### src/rtl/lcd_rx_pkg.sv
// rtl/lcd_rx_pkg.sv - shared types, widths and colour repack for the RGB LCD receiver
package lcd_rx_pkg;

  localparam int COORD_W = 11;
  localparam logic [COORD_W-1:0] COORD_MAX = '1;

  typedef enum logic [1:0] {
    SEARCH  = 2'd0,
    MEASURE = 2'd1,
    LOCKED  = 2'd2
  } rx_state_e;

  // One registered sample of the video bus; hs/vs are held normalised to active-high.
  typedef struct packed {
    logic        de;
    logic        hs;
    logic        vs;
    logic [23:0] rgb;
  } lcd_sample_t;

  function automatic logic [15:0] rgb888_to_565(input logic [23:0] rgb);
    return {rgb[23:19], rgb[15:10], rgb[7:3]};
  endfunction

endpackage

### src/rtl/lcd_rgb_rx_if.sv
// rtl/lcd_rgb_rx_if.sv - parallel DE-mode RGB888 video bus
interface lcd_rgb_rx_if;

  logic        lcd_de;
  logic        lcd_hs;
  logic        lcd_vs;
  logic [23:0] lcd_rgb;

  modport master (output lcd_de, lcd_hs, lcd_vs, lcd_rgb);
  modport slave  (input  lcd_de, lcd_hs, lcd_vs, lcd_rgb);

endinterface

### src/rtl/lcd_rx_fmt_meas.sv
// rtl/lcd_rx_fmt_meas.sv - frame size measurement, two-frame lock FSM and VS watchdog
module lcd_rx_fmt_meas
  import lcd_rx_pkg::*;
#(
  parameter int TIMEOUT_CYCLES = 1000000
) (
  input  logic               clk,
  input  logic               rst,
  input  logic               vs_edge,
  input  logic               line_end,
  input  logic               bad_evt,
  input  logic [COORD_W-1:0] x_cnt,
  input  logic [COORD_W-1:0] y_cnt,
  output rx_state_e          state,
  output logic [COORD_W-1:0] h_meas,
  output logic [COORD_W-1:0] v_meas,
  output logic               fmt_err_evt
);

  localparam logic [31:0] WD_LIMIT = 32'(TIMEOUT_CYCLES);

  rx_state_e          state_q, state_d;
  logic [COORD_W-1:0] h_q, h_d, v_q, v_d;
  logic [COORD_W-1:0] prev_h_q, prev_h_d, prev_v_q, prev_v_d;
  logic               prev_valid_q, prev_valid_d;
  logic [COORD_W-1:0] first_w_q, first_w_d;
  logic               frame_bad_q, frame_bad_d;
  logic [31:0]        wd_q, wd_d;

  logic [COORD_W-1:0] line_w;
  logic               frame_ok, dims_match, timeout;

  assign line_w     = x_cnt + COORD_W'(1);
  assign frame_ok   = !frame_bad_q && (y_cnt != '0);
  assign dims_match = prev_valid_q && (first_w_q == prev_h_q) && (y_cnt == prev_v_q);
  assign timeout    = (wd_q == WD_LIMIT);

  always_ff @(posedge clk) begin
    if (rst) begin
      state_q      <= SEARCH;
      h_q          <= '0;
      v_q          <= '0;
      prev_h_q     <= '0;
      prev_v_q     <= '0;
      prev_valid_q <= 1'b0;
      first_w_q    <= '0;
      frame_bad_q  <= 1'b0;
      wd_q         <= '0;
    end else begin
      state_q      <= state_d;
      h_q          <= h_d;
      v_q          <= v_d;
      prev_h_q     <= prev_h_d;
      prev_v_q     <= prev_v_d;
      prev_valid_q <= prev_valid_d;
      first_w_q    <= first_w_d;
      frame_bad_q  <= frame_bad_d;
      wd_q         <= wd_d;
    end
  end

  // A real VS edge beats a simultaneous watchdog expiry so SEARCH can always be left.
  always_comb begin
    state_d = state_q;
    case (state_q)
      SEARCH:  if (vs_edge) state_d = MEASURE;
      MEASURE: if (vs_edge && frame_ok && dims_match) state_d = LOCKED;
      LOCKED:  if (vs_edge && !(frame_ok && dims_match)) state_d = MEASURE;
      default: state_d = SEARCH;
    endcase
    if (timeout && !vs_edge) state_d = SEARCH;
  end

  always_comb begin
    state       = state_q;
    h_meas      = h_q;
    v_meas      = v_q;
    fmt_err_evt = (state_q == LOCKED) && vs_edge && !(frame_ok && dims_match);
  end

  always_comb begin
    h_d          = h_q;
    v_d          = v_q;
    prev_h_d     = prev_h_q;
    prev_v_d     = prev_v_q;
    prev_valid_d = prev_valid_q;
    first_w_d    = first_w_q;
    frame_bad_d  = frame_bad_q;
    wd_d         = timeout ? wd_q : wd_q + 32'd1;
    if (line_end && (y_cnt == '0)) first_w_d = line_w;
    if (bad_evt || (line_end && (y_cnt != '0) && (line_w != first_w_q))) frame_bad_d = 1'b1;
    if (vs_edge) begin
      wd_d        = '0;
      first_w_d   = '0;
      frame_bad_d = 1'b0;
      if (state_q != SEARCH) begin
        h_d = first_w_q;
        v_d = y_cnt;
      end
      if ((state_q == MEASURE) && !(frame_ok && dims_match)) begin
        prev_h_d     = first_w_q;
        prev_v_d     = y_cnt;
        prev_valid_d = frame_ok;
      end
      // A broken locked frame must be followed by two clean frames before relocking.
      if (fmt_err_evt) prev_valid_d = 1'b0;
    end else if (timeout) begin
      prev_valid_d = 1'b0;
    end
  end

endmodule

### src/rtl/lcd_rgb_rx.sv
// rtl/lcd_rgb_rx.sv - RGB888 DE-mode receiver: sync stages, pixel counters and RGB565 output
module lcd_rgb_rx
  import lcd_rx_pkg::*;
#(
  parameter bit SYNC_ACTIVE_LOW = 1'b1,
  parameter int TIMEOUT_CYCLES  = 1000000
) (
  input  logic               lcd_pclk,
  input  logic               rst,
  lcd_rgb_rx_if.slave        vid,
  output logic               pix_valid,
  output logic [15:0]        pix_data,
  output logic [COORD_W-1:0] pix_x,
  output logic [COORD_W-1:0] pix_y,
  output logic               pix_sof,
  output logic               pix_eol,
  output logic [COORD_W-1:0] h_meas,
  output logic [COORD_W-1:0] v_meas,
  output logic               locked,
  output logic               fmt_err
);

  lcd_sample_t        s0_q, s0_d, s1_q, s1_d;
  logic [COORD_W-1:0] x_q, x_d, y_q, y_d;
  logic               sof_pend_q, sof_pend_d;

  logic               valid_q, valid_d, sof_q, sof_d, eol_q, eol_d;
  logic               lock_q, lock_d, err_q, err_d;
  logic [15:0]        data_q, data_d;
  logic [COORD_W-1:0] px_q, px_d, py_q, py_d, hm_q, hm_d, vm_q, vm_d;

  logic               vs_edge, line_start, line_end, bad_evt, pix_ok, fmt_err_evt;
  rx_state_e          state;
  logic [COORD_W-1:0] h_cur, v_cur;

  assign vs_edge    = s0_q.vs & ~s1_q.vs;
  assign line_start = s0_q.de & ~s1_q.de;
  assign line_end   = s1_q.de & ~s0_q.de;
  // Saturated counters and HS asserted inside active video both poison the frame.
  assign bad_evt    = (s1_q.de && (x_q == COORD_MAX)) || (line_end && (y_q == COORD_MAX))
                    || (s1_q.de && s1_q.hs);
  assign pix_ok     = s1_q.de && (state != SEARCH);

  lcd_rx_fmt_meas #(
    .TIMEOUT_CYCLES (TIMEOUT_CYCLES)
  ) u_fmt_meas (
    .clk         (lcd_pclk),
    .rst         (rst),
    .vs_edge     (vs_edge),
    .line_end    (line_end),
    .bad_evt     (bad_evt),
    .x_cnt       (x_q),
    .y_cnt       (y_q),
    .state       (state),
    .h_meas      (h_cur),
    .v_meas      (v_cur),
    .fmt_err_evt (fmt_err_evt)
  );

  always_comb begin
    s0_d.de  = vid.lcd_de;
    s0_d.hs  = vid.lcd_hs ^ SYNC_ACTIVE_LOW;
    s0_d.vs  = vid.lcd_vs ^ SYNC_ACTIVE_LOW;
    s0_d.rgb = vid.lcd_rgb;
    s1_d     = s0_q;

    x_d = x_q;
    if (line_start) x_d = '0;
    else if (s1_q.de && (x_q != COORD_MAX)) x_d = x_q + COORD_W'(1);

    y_d = y_q;
    if (vs_edge) y_d = '0;
    else if (line_end && (y_q != COORD_MAX)) y_d = y_q + COORD_W'(1);

    sof_pend_d = sof_pend_q;
    if (vs_edge) sof_pend_d = 1'b1;
    else if (s1_q.de) sof_pend_d = 1'b0;

    valid_d = pix_ok;
    data_d  = pix_ok ? rgb888_to_565(s1_q.rgb) : 16'd0;
    px_d    = pix_ok ? x_q : '0;
    py_d    = pix_ok ? y_q : '0;
    sof_d   = pix_ok && sof_pend_q;
    eol_d   = pix_ok && !s0_q.de;
    hm_d    = h_cur;
    vm_d    = v_cur;
    lock_d  = (state == LOCKED);
    err_d   = fmt_err_evt;
  end

  always_ff @(posedge lcd_pclk) begin
    if (rst) begin
      s0_q       <= '0;
      s1_q       <= '0;
      x_q        <= '0;
      y_q        <= '0;
      sof_pend_q <= 1'b0;
      valid_q    <= 1'b0;
      data_q     <= '0;
      px_q       <= '0;
      py_q       <= '0;
      sof_q      <= 1'b0;
      eol_q      <= 1'b0;
      hm_q       <= '0;
      vm_q       <= '0;
      lock_q     <= 1'b0;
      err_q      <= 1'b0;
    end else begin
      s0_q       <= s0_d;
      s1_q       <= s1_d;
      x_q        <= x_d;
      y_q        <= y_d;
      sof_pend_q <= sof_pend_d;
      valid_q    <= valid_d;
      data_q     <= data_d;
      px_q       <= px_d;
      py_q       <= py_d;
      sof_q      <= sof_d;
      eol_q      <= eol_d;
      hm_q       <= hm_d;
      vm_q       <= vm_d;
      lock_q     <= lock_d;
      err_q      <= err_d;
    end
  end

  assign pix_valid = valid_q;
  assign pix_data  = data_q;
  assign pix_x     = px_q;
  assign pix_y     = py_q;
  assign pix_sof   = sof_q;
  assign pix_eol   = eol_q;
  assign h_meas    = hm_q;
  assign v_meas    = vm_q;
  assign locked    = lock_q;
  assign fmt_err   = err_q;

endmodule

### src/flat_wrapper.sv
// flat-port wrapper written by rule: the top's interface ports become plain ports
module lcd_rgb_rx_flat import lcd_rx_pkg::*;
#(
  parameter bit SYNC_ACTIVE_LOW = 1'b1,
  parameter int TIMEOUT_CYCLES  = 1000000
)
  (lcd_pclk, rst, pix_valid, pix_data, pix_x, pix_y, pix_sof, pix_eol, h_meas, v_meas, locked, fmt_err, vid_lcd_de, vid_lcd_hs, vid_lcd_vs, vid_lcd_rgb);
  lcd_rgb_rx_if vid_i ();
  input  logic lcd_pclk;
  input  logic rst;
  output logic pix_valid;
  output logic [15:0] pix_data;
  output logic [COORD_W-1:0] pix_x;
  output logic [COORD_W-1:0] pix_y;
  output logic pix_sof;
  output logic pix_eol;
  output logic [COORD_W-1:0] h_meas;
  output logic [COORD_W-1:0] v_meas;
  output logic locked;
  output logic fmt_err;
  input wire logic [$bits(vid_i.lcd_de)-1:0] vid_lcd_de;
  input wire logic [$bits(vid_i.lcd_hs)-1:0] vid_lcd_hs;
  input wire logic [$bits(vid_i.lcd_vs)-1:0] vid_lcd_vs;
  input wire logic [$bits(vid_i.lcd_rgb)-1:0] vid_lcd_rgb;
  assign vid_i.lcd_de = vid_lcd_de;
  assign vid_i.lcd_hs = vid_lcd_hs;
  assign vid_i.lcd_vs = vid_lcd_vs;
  assign vid_i.lcd_rgb = vid_lcd_rgb;
  lcd_rgb_rx #(.SYNC_ACTIVE_LOW(SYNC_ACTIVE_LOW), .TIMEOUT_CYCLES(TIMEOUT_CYCLES)) u_core (.lcd_pclk(lcd_pclk), .rst(rst), .vid(vid_i), .pix_valid(pix_valid), .pix_data(pix_data), .pix_x(pix_x), .pix_y(pix_y), .pix_sof(pix_sof), .pix_eol(pix_eol), .h_meas(h_meas), .v_meas(v_meas), .locked(locked), .fmt_err(fmt_err));
endmodule
### config.mk
export PLATFORM = sky130hd
export DESIGN_NAME = lcd_rgb_rx_flat
export DESIGN_NICKNAME = d
export VERILOG_FILES = /design/src/rtl/lcd_rx_pkg.sv /design/src/rtl/lcd_rgb_rx_if.sv /design/src/rtl/lcd_rx_fmt_meas.sv /design/src/rtl/lcd_rgb_rx.sv /design/src/flat_wrapper.sv
export SDC_FILE = /design/constraint.sdc
export NUM_CORES = 1
export LEC_CHECK = 0
export CAP_MARGIN = 25
export CORE_MARGIN = 2
export CORE_UTILIZATION = 40
export DETAILED_ROUTE_END_ITERATION = 6
export RECOVER_POWER = 50
export REMOVE_ABC_BUFFERS = 1
export SLEW_MARGIN = 20
export SYNTH_ARGS = -nofsm -noshare
export SYNTH_HDL_FRONTEND = slang
export SYNTH_SLANG_ARGS = --single-unit
### constraint.sdc
create_clock -name lcd_pclk -period 6.13 [get_ports lcd_pclk]
set_input_delay 1.5325 -clock lcd_pclk [delete_from_list [all_inputs] [get_ports lcd_pclk]]
set_output_delay 1.5325 -clock lcd_pclk [all_outputs]
set_load 0.02 [all_outputs]
Word level (Yosys, flattened, before mapping)
Cells that the tools add are included.

storage, ports and cells
  bits in writable memories = 0
  word-level logic and storage cells = 109
  bits in registers = 233
  bits of input ports = 29
  memories kept = 0
  bits in read-only memories = 0
  bits in latches = 0

operators by class
  $mul = 0
  equality and inequality tests = 14
  bitwise gates (word level) = 9
  multiplexer cells = 10
  add/sub/neg operators = 3
  $lt $le $gt $ge = 0
  divide/modulo/power cells = 0
  shift-type cells = 0
  reductions and logical operators = 43

operators with widths
  cell                     number
  $add A32 B1 Y32 const B  1
  $eq A32 B20 Y1 const B   1
  $add A11 B1 Y11 const B  2
  $eq A11 B11 Y1           2
  $eq A11 B11 Y1 const B   2
  $logic_and A1 B1 Y1      22
  $ne A11 B11 Y1 const B   2
  $logic_not A11 Y1        1
  $ne A11 B11 Y1           1
  $reduce_bool A11 Y1      1
  $reduce_or A2 Y1         4
  $mux W1                  6
  $mux W2                  3
  $ne A2 B2 Y1 const B     3
  $not A1 Y1               6
  $pmux W2 S3              1
  $reduce_and A2 Y1        3
  $reduce_bool A2 Y1       3
  $logic_not A1 Y1         4
  $and A1 B1 Y1            3
  $logic_or A1 B1 Y1       3
  $ne A3 B1 Y1 const B     1
  $reduce_and A3 Y1        1
  $eq A2 B1 Y1 const B     1
  2 further kinds          2

Logic depth before layout (Yosys ltp)
  depth in word-level cells = 9
  depth in mapped cells = 9
  gate-level depth less buffers = 8

By module
Synthesis repeated with hierarchy kept, for this count alone.

unflattened totals
  cells, all modules = 832
  area total of the unflattened synthesis = 8096.5 µm²

by module, submodules not included
  module           area an instance (µm²)  times used  cells an instance
  lcd_rx_fmt_meas  4175.3                  1           481
  lcd_rgb_rx       3921.3                  1           351

Least setup slack after synthesis
No wires, ideal clock.

  kind = in2reg
  start point = input port rst
  end point = register u_core.u_fmt_meas.v_q[0] (netlist: u_core.u_fmt_meas.v_meas[0])
  library setup time = 0.132 ns
  required time = 5.998 ns
  slack = 3.598 ns
  data arrival time = 2.400 ns
  stages on the path = 4
  cells stage by stage = clkbuf_1 -> clkbuf_1 -> clkbuf_1 -> a21oi_1

RTL lines
  what                    line                   RTL
  start: declaration      flat_wrapper.sv:10     input logic rst;
  end signal: assignment  lcd_rx_fmt_meas.sv:52  v_q <= v_d;
  end: declaration        lcd_rx_fmt_meas.sv:23  logic [COORD_W-1:0] h_q, h_d, v_q, v_d;

No word-level cell between the ends.

==> results.json <==
{
  "status": "finished, violations left",
  "end_kind": "register",
  "grt_usage_pct": 14.5,
  "numCtsBuffers": 24,
  "clkLatencyLatePin_ns": 0.51,
  "post_route_cells_drive_above_1_share_pct": 6.13,
  "drtAntennaViolNets": 0,
  "min_from": "u_core.s1_q[11]",
  "die_area_um2": 22200,
  "grt_max_degree": 110,
  "p_per_area_nw_per_um2": 285,
  "drt-total-wl_um": 16100,
  "fin_area_um2": 10100,
  "startpoint_type": "input pin",
  "grt_pass1_wl_um": 26300,
  "antenna_found_initial": 0,
  "grt_pass1_vias": 5185,
  "cap_violations": 1,
  "hold-worst-slack_ns": 0.423,
  "slowest_stage": "clkbuf_2",
  "post-dp-hpwl_um": 10300,
  "critPathKind": "input pin to register",
  "place_area_um2": 9360,
  "clock_path_buffers": 3,
  "worstPathArrival_ns": 4.57,
  "drtPass1Iterations": 4,
  "synth-seq-cells": 217,
  "finalClockSkew_ns": 0.0145,
  "syn_area_um2": 8410,
  "area_growth_pct": 20.2,
  "htree_num_levels": 1,
  "ctsHoldBuffers": 0,
  "synth_top_cell_by_area": "dfxtp_1",
  "reg2reg_depth": 7,
  "routedWlPerCell_um": 13.2,
  "r2r_slack_ns": 3.47,
  "gp_congestion": 0.774,
  "drt_iter0_markers": 271,
  "tightestPinTransition_ns": 1.92,
  "fp.dieW_um": 149,
  "post-route-min-period_ns": 4.17,
  "period_share_pct": 68.1,
  "grt-ovfl-total": 0,
  "vias": 5750,
  "pin_count": 94,
  "synth_area_leaders": "dfxtp_1 (52%), nor2b_1 (4.6%), xnor2_1 (4.2%)",
  "setup_violations": 0,
  "p_total_mw": 2.88,
  "fp.coreArea_um2": 20800,
  "critPathTopFamily": "buffers and inverters",
  "numPortBuffers": 85,
  "vdd_drop_max_mv": 0.165,
  "route.detailed.drc": 0,
  "initial_core_util_pct": 40.4,
  "cts.sinks": 217,
  "die_y_um": 149,
  "r2r-start": "u_core.x_q[0]",
  "slowest_delay_ns": 1.55,
  "antenna_cells": 0,
  "ys_types": 57,
  "rsz0062_at_grt": "false",
  "finalHoldViolations": 0,
  "path_max_fanout": 109,
  "postCtsSetupRepairBufs": 0,
  "p_leak_nw": 3.48,
  "fmax_mhz": 240,
  "crit_buf_inv": 2,
  "synth-edff-count": 0,
  "worstPathCellList": "clkbuf_1, clkbuf_2, nand2b_1, o21ai_0, a32o_1",
  "viasPerCell": 4.71,
  "drv_slew": 110,
  "hold_path.class": "register to register",
  "cts_tree": "done",
  "synthFlopType": "dfxtp_1",
  "min_to": "u_core.pix_data[6]",
  "synthCells": 866,
  "async_reset_ff_share_pct": 0,
  "max_slew_margin_pct": -27.9,
  "clk_pin_slew_ns": 0.06,
  "cts-root-buf": "clkbuf_16",
  "ys_seq_area_share_pct": 51.7,
  "hold_depth": 1,
  "finalNetCount": 962,
  "synth_top_area_share_pct": 51.7,
  "tns_ns": 0,
  "violations": "capacitance limit, slew limit",
  "critPathRequiredTime_ns": 6.53,
  "rows": 53,
  "yosysWarnings": 0,
  "ctsResizeCount": 0,
  "synth_area_per_cell_um2": 9.71,
  "r2r_end": "u_core.u_fmt_meas.frame_bad_q"
}
-- sequential cells by signal, indices dropped and copies added, names as in the netlist, 2 cells and up --
| register | cells |
|---|---|
| u_core.h_meas | 11 |
| u_core.pix_data | 16 |
| u_core.pix_x | 11 |
| u_core.pix_y | 11 |
| u_core.s0_q | 19 |
| u_core.s1_q | 19 |
| u_core.u_fmt_meas.first_w_q | 11 |
| u_core.u_fmt_meas.h_meas | 11 |
| u_core.u_fmt_meas.prev_h_q | 11 |
| u_core.u_fmt_meas.prev_v_q | 11 |
| u_core.u_fmt_meas.state | 2 |
| u_core.u_fmt_meas.v_meas | 11 |
| u_core.u_fmt_meas.wd_q | 32 |
| u_core.v_meas | 11 |
| u_core.x_q | 11 |
| u_core.y_q | 11 |
-- power breakdown --
| group | leakage, nW | switching [mW] | internal [mW] |
|---|---|---|---|
| Combinational | 1.35 | 0.0521 | 0.0432 |
| Sequential | 1.76 | 0.0119 | 1.43 |
| Clock | 0.371 | 0.550 | 0.797 |
| Total | 3.48 | 0.614 | 2.27 |
-- worst max path at each step --
| stage | start | end | depth (start not counted) |
|---|---|---|---|
| floorplan | rst | u_core.u_fmt_meas.prev_valid_q | 4 |
| global placement | rst | u_core.u_fmt_meas.prev_valid_q | 5 |
| detailed placement | rst | u_core.u_fmt_meas.prev_valid_q | 5 |
| CTS | u_core.pix_x[1] | pix_x[1] | 1 |
| global route | rst | u_core.u_fmt_meas.prev_valid_q | 5 |
| finish | rst | u_core.u_fmt_meas.prev_valid_q | 5 |
-- synth_stat cells (all sizes together), types with 2 or more instances --
master	count
dfxtp	217
nor2	81
and4	5
xor2	31
nor2b	62
inv	14
o21ai	15
nor4b	3
a41oi	2
nand2	65
or2	2
o22ai	3
buf	21
a311oi	3
xnor2	44
nor3	3
a21oi	39
nand3	23
a31oi	2
nor3b	2
nand4	20
nand2b	49
ha	5
nor4	15
a211oi	10
a21o	2
or3	10
mux2i	24
and2	37
clkbuf	34
and3	11
-- cell families (layout without fill, tap and decap cells) --
group / after synthesis / after routing / synth area share [%]
AND/OR/NAND/NOR: 391 / 391 / 25.7
flip-flops: 217 / 217 / 51.7
AO/OA/AOI/OAI: 83 / 83 / 6.07
XOR/XNOR: 77 / 77 / 8.86
buffers and inverters: 69 / 149 / 4.08
multiplexers: 24 / 24 / 2.86
adder cells (fa/ha/maj): 5 / 5 / 0.744
-- per-layer routing --
layer / vias to the layer above / GRT usage (%) / share of wire, % / routed length [um]
met5: - / 0 / 0 / 0
met4: 0 / 4.29 / 1.9 / 313
met3: 22 / 2.54 / 3.8 / 614
met2: 77 / 22.8 / 45 / 7280
met1: 2656 / 20.4 / 49 / 7860
li1: 2995 / - / - / -
-- cell type report --
| class | instances | area (um^2) |
|---|---|---|
| clock buffer | 38 | 714 |
| clock inverter | 6 | 30.0 |
| fill | 2024 | 10700 |
| inverter | 14 | 52.6 |
| multi-input combinational | 580 | 3720 |
| sequential | 217 | 4340 |
| tap | 275 | 344 |
| timing repair buffer | 91 | 891 |
-- cells in the final DEF, fill, tap and decap left out, drive strengths merged, types with 23 or more instances in the layout --
cell | Yosys | layout
and2 | 37 | 37
nand2b | 49 | 49
nor2b | 62 | 62
xnor2 | 44 | 44
nand2 | 65 | 65
clkbuf | 34 | 41
xor2 | 31 | 31
a21oi | 39 | 39
nor2 | 81 | 81
nand3 | 23 | 23
dfxtp | 217 | 217
mux2i | 24 | 24
clkdlybuf4s50 | 0 | 84
-- stage by stage --
step                      instances  utilization, %  setup slack [ns]
after global routing           1221            48.5              1.61
final                          1221            48.5              1.96
after floorplan                 811               -              2.91
after global placement         1176            44.9              2.78
after CTS                      1220            48.5              3.14
after detailed placement       1176            44.9              2.78
No activity file was read; power rests on OpenSTA's default activity.
==> edit (same flow settings) <==
Change the package constant `COORD_W` from 11 to 15.
--- a/src/rtl/lcd_rx_pkg.sv
+++ b/src/rtl/lcd_rx_pkg.sv
@@ -1,7 +1,7 @@
 // rtl/lcd_rx_pkg.sv - shared types, widths and colour repack for the RGB LCD receiver
 package lcd_rx_pkg;
 
-  localparam int COORD_W = 11;
+  localparam int COORD_W = 15;
   localparam logic [COORD_W-1:0] COORD_MAX = '1;
 
   typedef enum logic [1:0] {
Interface: changed (resized h_meas, pix_x, pix_y and v_meas); port bits go from 94 to 110. The function was not compared with the original's and may differ.
==> edit against the unedited design <==
The run still ends with max-capacitance violations, max-slew violations left. Setup slack worse by 140 ps. Routed wire length up 31%. Largest cell class unchanged. Synthesized area increased by 18%. Non-clock buffer count is 19 higher. Clock skew decreased by 8.9 ps. Via count grew 26%. Largest power group unchanged. Sequential cell count up 44. Sequential power is 20% higher. Global-route usage grew 1.7 points. Total power increased by 20%. Count of clock-buffer cells in the layout is the same. Final area rose by 18%. Worst hold slack about the same. Critical path type unchanged.
==> edit: results (changes against the unedited design) <==
Run status
Run status: complete, but fails checks (unchanged). Violations in the final reports: max-capacitance violations, max-slew violations (unchanged).

Clock network
The number of clock buffers inserted by TritonCTS is 27 (was 24). The worst-skew pair later-pin latency is 530 ps (was 510 ps). The depth of the CTS H-tree is 1 (unchanged).

Power
The ratio of total power to cell area is 290.4 nW/um2 (was 285.3 nW/um2). The fraction of power consumed by the clock network was 46.9% (was 46.7%). The peak ir drop on the vdd network came to 0.2030 mV (was 0.1654 mV). The static leakage is 4.107 nW (was 3.477 nW). The sequential cell fraction of total power was 50.1% (was 50.0%).

Synth
Post-synth top cells: sky130_fd_sc_hd__dfxtp_1 (261), sky130_fd_sc_hd__nand2_1 (96), sky130_fd_sc_hd__nor2_1 (85) (was sky130_fd_sc_hd__dfxtp_1 (217), sky130_fd_sc_hd__nor2_1 (81), sky130_fd_sc_hd__nand2_1 (65)). The average cell area after synthesis is 9.254 um2 (was 9.708 um2). Cell types occupying the most area after synthesis: sky130_fd_sc_hd__dfxtp_1 (53%), sky130_fd_sc_hd__xnor2_1 (5.2%), sky130_fd_sc_hd__nor2b_1 (4.6%) (was sky130_fd_sc_hd__dfxtp_1 (52%), sky130_fd_sc_hd__nor2b_1 (4.6%), sky130_fd_sc_hd__xnor2_1 (4.2%)).

The synthesized netlist cell count was 1068 (was 866). The number of distinct standard cells referenced by the synthesized netlist came to 56 (was 57). The post-synthesis sequential area ratio is 52.87% (was 51.67%).

Final layout
The share of cells above drive strength 1 is 5.687% (was 6.131%). The non-clock buffer instance count of the final layout is 110 (was 91). The number of standard cells in the layout, taps in and fillers out is 1467 (was 1221). The number of sequential cells in the layout is 261 (was 217). The net count of the finished layout is 1160 (was 962).

The number of multi-input logic gates is 716 (was 580). The clock-cell share of area is 7.473% (was 7.370%). The post-layout instance area is 11900 um2 (was 10100 um2). The relative area of non-clock buffer cells in the final design is 9.050% (was 8.820%). The multi-input logic area is 4269 um2 (was 3725 um2).

The non-clock inverter count in the final layout is 10 (was 14). The storage element area is 5225 um2 (was 4344 um2).

Drt
The first-pass detailed-route iteration total is 5 (was 4). The post-detailed-route wirelength per cell is 14.32 um (was 13.16 um). The initial detailed-routing violation count was 454 (was 271). The total via count after detailed routing is 7250 (was 5750).

Placed design
The total of buffers placed on input and output ports came to 101 (was 85). The worst setup slack after placement was 2458 ps (was 2778 ps). The number of instances in the placed design is 1420 (was 1176). The placed cell area is 11010 um2 (was 9356 um2). The final RePlAce weighted congestion is 0.7959 (was 0.7735).

GRT
The via count of the first global-routing pass came to 6819 (was 5185). The largest net degree at the start of global routing is 84 (was 110). The first-pass GRT wire length is 34.65 mm (was 26.34 mm). The global-route total usage across every layer is 16.14% (was 14.47%).

Timing
The final max-slew violation count came to 75 (was 110). The slew at the pin closest to its max-slew limit is 2555 ps (was 1918 ps).

Worst setup path
The delay of the slowest cell on the worst path was 1880 ps (was 1550 ps). The worst path arrival time is 4710 ps (was 4570 ps). The slowest cell on the critical path is sky130_fd_sc_hd__clkbuf_1 (was sky130_fd_sc_hd__clkbuf_2).

Run
The max-capacitance violation count is 2 (was 1).
[edit: logic make-up (layout without fill, tap and decap cells)]
family	count (synthesis)	after routing	synth area share [%]
xor gates and xnor gates	105	105	9.305
muxes	3	3	0.3038
AOI/OAI and AO/OA	155	155	8.900
and+or+nand+nor	448	448	23.93
DFF	261	261	52.87
buffers and inverters	91	166	4.064
adders and majority gates	5	5	0.6330
[edit: final timing paths]
kind | startpoint | cells past startpoint | slack, ps | to
hold / removal | u_core.s1_q[10] | 1 | 420 | u_core.pix_data[5]
setup reg to reg | u_core.y_q[0] | 9 | 3130 | u_core.u_fmt_meas.prev_v_q[3]
hold reg to reg | u_core.s1_q[10] | 1 | 420 | u_core.pix_data[5]
setup / recovery | rst | 4 | 1820 | u_core.x_q[3]
[edit: routing by layer]
layer	global-route usage [%]	part of all wire (%)	routed length, um	up-vias
met4	4.221	1.8	383	0
met2	26.34	45	9539	156
met1	22.33	47	9927	3379
li1	-	-	-	3683
met3	2.645	5.5	1154	32
met5	0	0	0	-
